## config.mk

```make
export PLATFORM = sky130hd
export DESIGN_NAME = irq_ctrl
export DESIGN_NICKNAME = d
export VERILOG_FILES = /design/src/rtl/irq_ctrl_pkg.sv /design/src/rtl/irq_prio_enc.sv /design/src/rtl/irq_ctrl.sv
export SDC_FILE = /design/constraint.sdc
export NUM_CORES = 1
export LEC_CHECK = 0
export CAP_MARGIN = 0
export CORE_MARGIN = 3
export CORE_UTILIZATION = 50
export CTS_CLUSTER_SIZE = 40
export DETAILED_ROUTE_END_ITERATION = 10
export GPL_TIMING_DRIVEN = 1
export MAX_ROUTING_LAYER = met4
export PLACE_DENSITY = 0.82
export REMOVE_ABC_BUFFERS = 1
export SETUP_SLACK_MARGIN = 0.2
export SYNTH_ARGS = -nofsm -noshare
export SYNTH_HDL_FRONTEND = slang
export SYNTH_SLANG_ARGS = --single-unit
```

## constraint.sdc

```tcl
create_clock -name clk_i -period 4.25 [get_ports clk_i]
set_clock_uncertainty 0.1 [all_clocks]
set_input_delay 0.6375 -clock clk_i [delete_from_list [all_inputs] [get_ports clk_i]]
set_output_delay 0.6375 -clock clk_i [all_outputs]
set_load 0.005 [all_outputs]
```

## src/rtl/irq_ctrl_pkg.sv

```systemverilog
// Shared definitions for the interrupt controller: register offsets, id width, FSM states.
// Latency: n/a (declarations only).
// Backpressure: n/a.
package irq_ctrl_pkg;

  // Source id is index+1, so 6 bits covers up to 32 sources with 0 meaning "none".
  localparam int ID_W = 6;

  // Word offsets, compared against mem_addr_i[4:2].
  localparam logic [2:0] REG_ENABLE  = 3'd0;
  localparam logic [2:0] REG_TRIG    = 3'd1;
  localparam logic [2:0] REG_PENDING = 3'd2;
  localparam logic [2:0] REG_CLAIM   = 3'd3;
  localparam logic [2:0] REG_STATUS  = 3'd4;

  typedef enum logic {
    IDLE    = 1'b0,
    SERVICE = 1'b1
  } irqc_state_e;

endpackage

```

## src/rtl/irq_prio_enc.sv

```systemverilog
// Fixed-priority encoder: lowest set request index wins, reported as index+1.
// Latency: purely combinational.
// Backpressure: none.
module irq_prio_enc
  import irq_ctrl_pkg::*;
#(
  parameter int NSRC = 32
) (
  input  logic [NSRC-1:0] req,
  output logic            vld,
  output logic [ID_W-1:0] id
);

  // Scan from the top down so the last hit written is the lowest index.
  always_comb begin
    vld = 1'b0;
    id  = '0;
    for (int i = NSRC - 1; i >= 0; i--) begin
      if (req[i]) begin
        vld = 1'b1;
        id  = ID_W'(i + 1);
      end
    end
  end

endmodule

```

## src/rtl/irq_ctrl.sv

```systemverilog
// Interrupt controller: latches/masks/prioritises sources, one irq to the core, claim/complete regs.
// Latency: raw level source -> irq_o in 2 cycles (+2 through a synchroniser); bus ready 1 cycle after valid.
// Backpressure: one bus request at a time; a new request is only accepted while mem_ready_o is low.
module irq_ctrl
  import irq_ctrl_pkg::*;
#(
  parameter int          NSRC       = 32,
  parameter logic [31:0] SYNC_MASK  = 32'h0002_0000,
  parameter logic [31:0] RST_ENABLE = 32'h0
) (
  input  logic            clk_i,
  input  logic            rst_i,
  input  logic [NSRC-1:0] irq_src_i,
  input  logic            mem_valid_i,
  output logic            mem_ready_o,
  input  logic [31:0]     mem_addr_i,
  input  logic [31:0]     mem_wdata_i,
  input  logic [3:0]      mem_wstrb_i,
  output logic [31:0]     mem_rdata_o,
  output logic            irq_o,
  output logic [ID_W-1:0] irq_id_o
);

  localparam logic [NSRC-1:0] ONE = NSRC'(1);

  logic [NSRC-1:0] src_s, src_q, src_edge;
  logic [NSRC-1:0] enable_q, trig_q, pend_q, pend_nxt, trig_nxt;
  logic [NSRC-1:0] eligible, svc_mask, claim_clr, w1c_clr, trig_chg;
  logic [NSRC-1:0] wdat_n, bmask_n;
  logic [31:0]     bmask, rdat;
  logic [2:0]      sel;
  logic            acc, wr, rd, claim_go, complete_go, win_vld;
  logic [ID_W-1:0] win_id, svc_id_q;
  irqc_state_e     state_q;
  logic            unused_addr;

  // Source conditioning: optional 2-flop synchroniser per source.
  for (genvar i = 0; i < NSRC; i++) begin : g_src
    if (SYNC_MASK[i]) begin : g_sync
      logic s1, s2;
      // Two-stage synchroniser for an asynchronous source.
      always_ff @(posedge clk_i) begin
        if (rst_i) begin
          s1 <= 1'b0;
          s2 <= 1'b0;
        end else begin
          s1 <= irq_src_i[i];
          s2 <= s1;
        end
      end
      assign src_s[i] = s2;
    end else begin : g_raw
      assign src_s[i] = irq_src_i[i];
    end
  end

  assign src_edge = src_s & ~src_q;

  // Bus decode. Only address bits [4:2] select a register; everything else aliases.
  assign unused_addr = ^{mem_addr_i[31:5], mem_addr_i[1:0]};
  assign sel     = mem_addr_i[4:2];
  assign acc     = mem_valid_i && !mem_ready_o;
  assign wr      = acc && (|mem_wstrb_i);
  assign rd      = acc && !(|mem_wstrb_i);
  assign bmask   = {{8{mem_wstrb_i[3]}}, {8{mem_wstrb_i[2]}}, {8{mem_wstrb_i[1]}}, {8{mem_wstrb_i[0]}}};
  assign bmask_n = bmask[NSRC-1:0];
  assign wdat_n  = mem_wdata_i[NSRC-1:0];

  // The source currently in service is hidden from arbitration so it cannot re-fire.
  assign svc_mask = (state_q == SERVICE) ? (ONE << (svc_id_q - 1'b1)) : '0;
  assign eligible = pend_q & enable_q & ~svc_mask;

  irq_prio_enc #(.NSRC(NSRC)) u_prio (
    .req (eligible),
    .vld (win_vld),
    .id  (win_id)
  );

  assign claim_go    = rd && (sel == REG_CLAIM) && (state_q == IDLE) && win_vld;
  assign complete_go = wr && (sel == REG_CLAIM) && (state_q == SERVICE)
                       && (mem_wdata_i[ID_W-1:0] == svc_id_q);

  assign claim_clr = claim_go ? (ONE << (win_id - 1'b1)) : '0;
  assign w1c_clr   = (wr && (sel == REG_PENDING)) ? (wdat_n & bmask_n) : '0;
  assign trig_nxt  = (trig_q & ~bmask_n) | (wdat_n & bmask_n);
  assign trig_chg  = (wr && (sel == REG_TRIG)) ? (trig_nxt ^ trig_q) : '0;

  // Edge sources: a new edge beats any clear in the same cycle. Level sources track src_s.
  // A mode change drops whatever was pending under the old mode.
  assign pend_nxt = ((trig_q & ((pend_q & ~(claim_clr | w1c_clr)) | src_edge))
                    | (~trig_q & src_s)) & ~trig_chg;

  // Read mux, always from pre-update state.
  always_comb begin
    rdat = '0;
    case (sel)
      REG_ENABLE:  rdat = 32'(enable_q);
      REG_TRIG:    rdat = 32'(trig_q);
      REG_PENDING: rdat = 32'(pend_q);
      REG_CLAIM:   if (state_q == IDLE && win_vld) rdat = 32'(win_id);
      REG_STATUS: begin
        rdat[0]    = (state_q == SERVICE);
        rdat[13:8] = svc_id_q;
      end
      default:     rdat = '0;
    endcase
  end

  // Source history and pending bits.
  always_ff @(posedge clk_i) begin
    if (rst_i) begin
      src_q  <= '0;
      pend_q <= '0;
    end else begin
      src_q  <= src_s;
      pend_q <= pend_nxt;
    end
  end

  // Byte-strobed configuration registers.
  always_ff @(posedge clk_i) begin
    if (rst_i) begin
      enable_q <= RST_ENABLE[NSRC-1:0];
      trig_q   <= '0;
    end else if (wr) begin
      if (sel == REG_ENABLE) enable_q <= (enable_q & ~bmask_n) | (wdat_n & bmask_n);
      if (sel == REG_TRIG)   trig_q   <= trig_nxt;
    end
  end

  // Claim/complete FSM with the bus handshake and registered irq outputs.
  always_ff @(posedge clk_i) begin
    if (rst_i) begin
      state_q     <= IDLE;
      svc_id_q    <= '0;
      mem_ready_o <= 1'b0;
      mem_rdata_o <= '0;
      irq_o       <= 1'b0;
      irq_id_o    <= '0;
    end else begin
      mem_ready_o <= acc;
      mem_rdata_o <= rd ? rdat : '0;
      irq_o       <= (state_q == IDLE) && (|eligible);
      irq_id_o    <= win_vld ? win_id : '0;
      case (state_q)
        IDLE: begin
          if (claim_go) begin
            state_q  <= SERVICE;
            svc_id_q <= win_id;
          end
        end
        SERVICE: begin
          if (complete_go) begin
            state_q  <= IDLE;
            svc_id_q <= '0;
          end
        end
        default: state_q <= IDLE;
      endcase
    end
  end

endmodule

```

==> impl_metrics.json <==
{
  "leakage_nw": 4.07,
  "vias_per_cell": 6.10,
  "area_growth_pct": 25.1,
  "multiInputGateArea_mm2": 0.00512,
  "cp_max_fo": 15,
  "slowest_delay_ns": 0.54,
  "fill_cells": 1481,
  "status": "finished, final reports clean",
  "cts_root_buf": "clkbuf_16",
  "period_needed_ns": 3.97,
  "maxCapViolations": 0,
  "placed_area_mm2": 0.0106,
  "seq_area_mm2": 0.00355,
  "clock_sinks": 177,
  "io_buffers": 113,
  "fmax_mhz": 252,
  "ys_ff_latch": 177,
  "row_count": 48,
  "cp.required_ns": 4.45,
  "synthCells": 1151,
  "place.gp.congestion": 1.01,
  "drtIter0Drc": 1129,
  "path_common_cell": "buf_4",
  "cts_setup_buffers": 0,
  "ant_nets": 0,
  "relSlewSlack_pct": 46.2,
  "endpoint_kind": "flop",
  "grt_pass1_wl_um": 45700,
  "cp_slowest_cell": "o41ai_1",
  "yosysSeqAreaShare_pct": 39.5,
  "clockBufferDepth": 2,
  "grt.total_usage_pct": 29.9,
  "rsz0062_at_grt": "true",
  "peakVddDrop_mv": 0.327,
  "synth.distinct_cells": 75,
  "tns_ns": 0,
  "vias": 9259,
  "yosysWarnings": 0,
  "r2r_setup_slack_ns": 0.28,
  "cts.clk_slew.worst_paths_ns": 0.06,
  "drive_above_1_share_pct": 10.2,
  "grt_max_degree": 144,
  "num_io_pins": 143,
  "routedWlPerCell_um": 19.2,
  "dr.pass1.iters": 7,
  "grt_pass1_vias": 8840,
  "grt-ovfl-total": 0,
  "start_util_pct": 51.5,
  "synth_enable_flop_cells": 0,
  "syn_area_mm2": 0.00897,
  "cp-start-kind": "flop",
  "die_x_um": 140,
  "die_y_um": 140,
  "criticalPathCategory": "flop to flop",
  "routed_wl_um": 29100,
  "path_cells": "buf_4, nor4b_2, a21oi_1, or2_2, nand4b_1, o221a_2, nor2_1, nor3b_1, o41ai_1, buf_4, a31oi_1",
  "hold_viol_final": 0,
  "slew_violations": 0,
  "cts_hold_repair.buffers": 0,
  "drc": 0,
  "numCtsBuffers": 17,
  "hpwlAfterDp_um": 20800,
  "fp.coreArea_mm2": 0.0174,
  "tightest_slew_ns": 0.801,
  "async_reset_ff_share_pct": 0,
  "synthFlopType": "dfxtp_1",
  "final_net_count": 1383,
  "syn_area_per_cell_um2": 7.80,
  "finalSetupViolations": 0,
  "dieArea_mm2": 0.0196,
  "powerDensity_mw_per_mm2": 323,
  "arrival_ns": 4.17,
  "design_area_mm2": 0.0112,
  "min_path_type": "flop to flop",
  "cts_tree": "built",
  "fin_crit_sh_pct": 93.5,
  "grt_antenna_before_repair": 1,
  "clk_latency_ns": 0.44,
  "cts-htree-levels": 4
}
[cells in the mapped netlist (12+ instances only)]
cell type,n,share of area (%)
nor3_1,13,0.73
mux2i_1,33,3.7
nor2b_1,38,2.6
nor2_1,100,4.2
nand3_1,58,3.2
xor2_1,26,2.5
clkbuf_1,56,2.3
a221oi_1,13,1.3
nand2_1,226,9.5
a21oi_1,141,7.9
o21ai_0,34,1.9
dfxtp_1,177,39
and2_1,12,0.84
[stage by stage]
step	setup slack (ns)	instances	hold WS [ns]	util (%)	power (W)
after floorplan	-0.508	1078	0.314	-	0.00188
after global placement	0.403	1486	0.318	61.0	0.00209
after detailed placement	0.324	1486	0.331	61.0	0.00209
after CTS	0.218	1518	0.348	64.3	0.00363
after global routing	0.136	1519	0.364	64.4	0.00373
final	0.276	1519	0.349	64.4	0.00362
[final timing paths]
path | startpoint | endpoint | cells past startpoint
max | svc_id_q[5] | pend_q[16] | 11
min | g_src[17].g_sync.s1 | g_src[17].g_sync.s2 | 1
max reg2reg | svc_id_q[5] | pend_q[16] | 11
min reg2reg | g_src[17].g_sync.s1 | g_src[17].g_sync.s2 | 1
[final cells by class]
| cell class | instances | share of cell area [%] |
|---|---|---|
| tap | 225 | 2.51 |
| sequential | 177 | 31.6 |
| antenna | 1 | 0.0223 |
| clock inverter | 14 | 1.24 |
| timing repair buffer | 183 | 14.8 |
| inverter | 7 | 0.234 |
| clock buffer | 18 | 3.91 |
| multi-input combinational | 894 | 45.7 |
[layer usage]
metal	wire length [µm]	vias up	global-route usage (%)
met5	0	-	-
met4	934	0	12.8
met3	2800	80	6.42
met2	13600	521	46.5
met1	11800	4283	37.7
li1	-	4375	-
[layout by cell type, fill, tap and decap left out, types with 9 or more instances in the layout]
| cell | n |
|---|---|
| nand2_1 | 226 |
| dfxtp_1 | 174 |
| a21oi_1 | 141 |
| clkdlybuf4s50_1 | 111 |
| nor2_1 | 100 |
| buf_4 | 70 |
| nand3_1 | 57 |
| nor2b_1 | 37 |
| o21ai_0 | 33 |
| mux2i_1 | 33 |
| xor2_1 | 26 |
| clkbuf_16 | 17 |
| nor3_1 | 13 |
| a221oi_1 | 13 |
| and2_1 | 12 |
| a31oi_1 | 11 |
| o211ai_1 | 10 |
| nand4_1 | 9 |
[critical path: cells and delay by family, from the launching register on]
| kind | cells | cell delay, ns |
|---|---|---|
| compound gates | 4 | 1.12 |
| simple gates | 5 | 1.60 |
| flops | 1 | 0.51 |
| buf+inv | 2 | 0.52 |
[repair_timing]
item,CTS,global route
gates resized for setup,0,8
endpoints found under the hold margin,0,0
setup endpoints to repair,0,26
[power breakdown]
group | leakage [nW] | total (W) | internal, W | switching [W]
Combinational | 2.35 | 0.000333 | 0.000151 | 0.000182
Sequential | 1.45 | 0.00173 | 0.00170 | 0.0000302
Clock | 0.282 | 0.00156 | 0.000878 | 0.000681
[logic make-up (layout without fill, tap and decap cells)]
| group | count (synthesis) | count (layout) | share of synthesized area [%] |
|---|---|---|---|
| and+or+nand+nor | 525 | 525 | 28.0 |
| AOI/OAI and AO/OA | 307 | 307 | 22.4 |
| DFF | 177 | 177 | 39.5 |
| buffers and inverters | 80 | 222 | 3.63 |
| muxes | 33 | 33 | 3.68 |
| xor gates and xnor gates | 29 | 29 | 2.83 |
| other | 0 | 1 | 0 |
(Power assumes the default switching activity.)
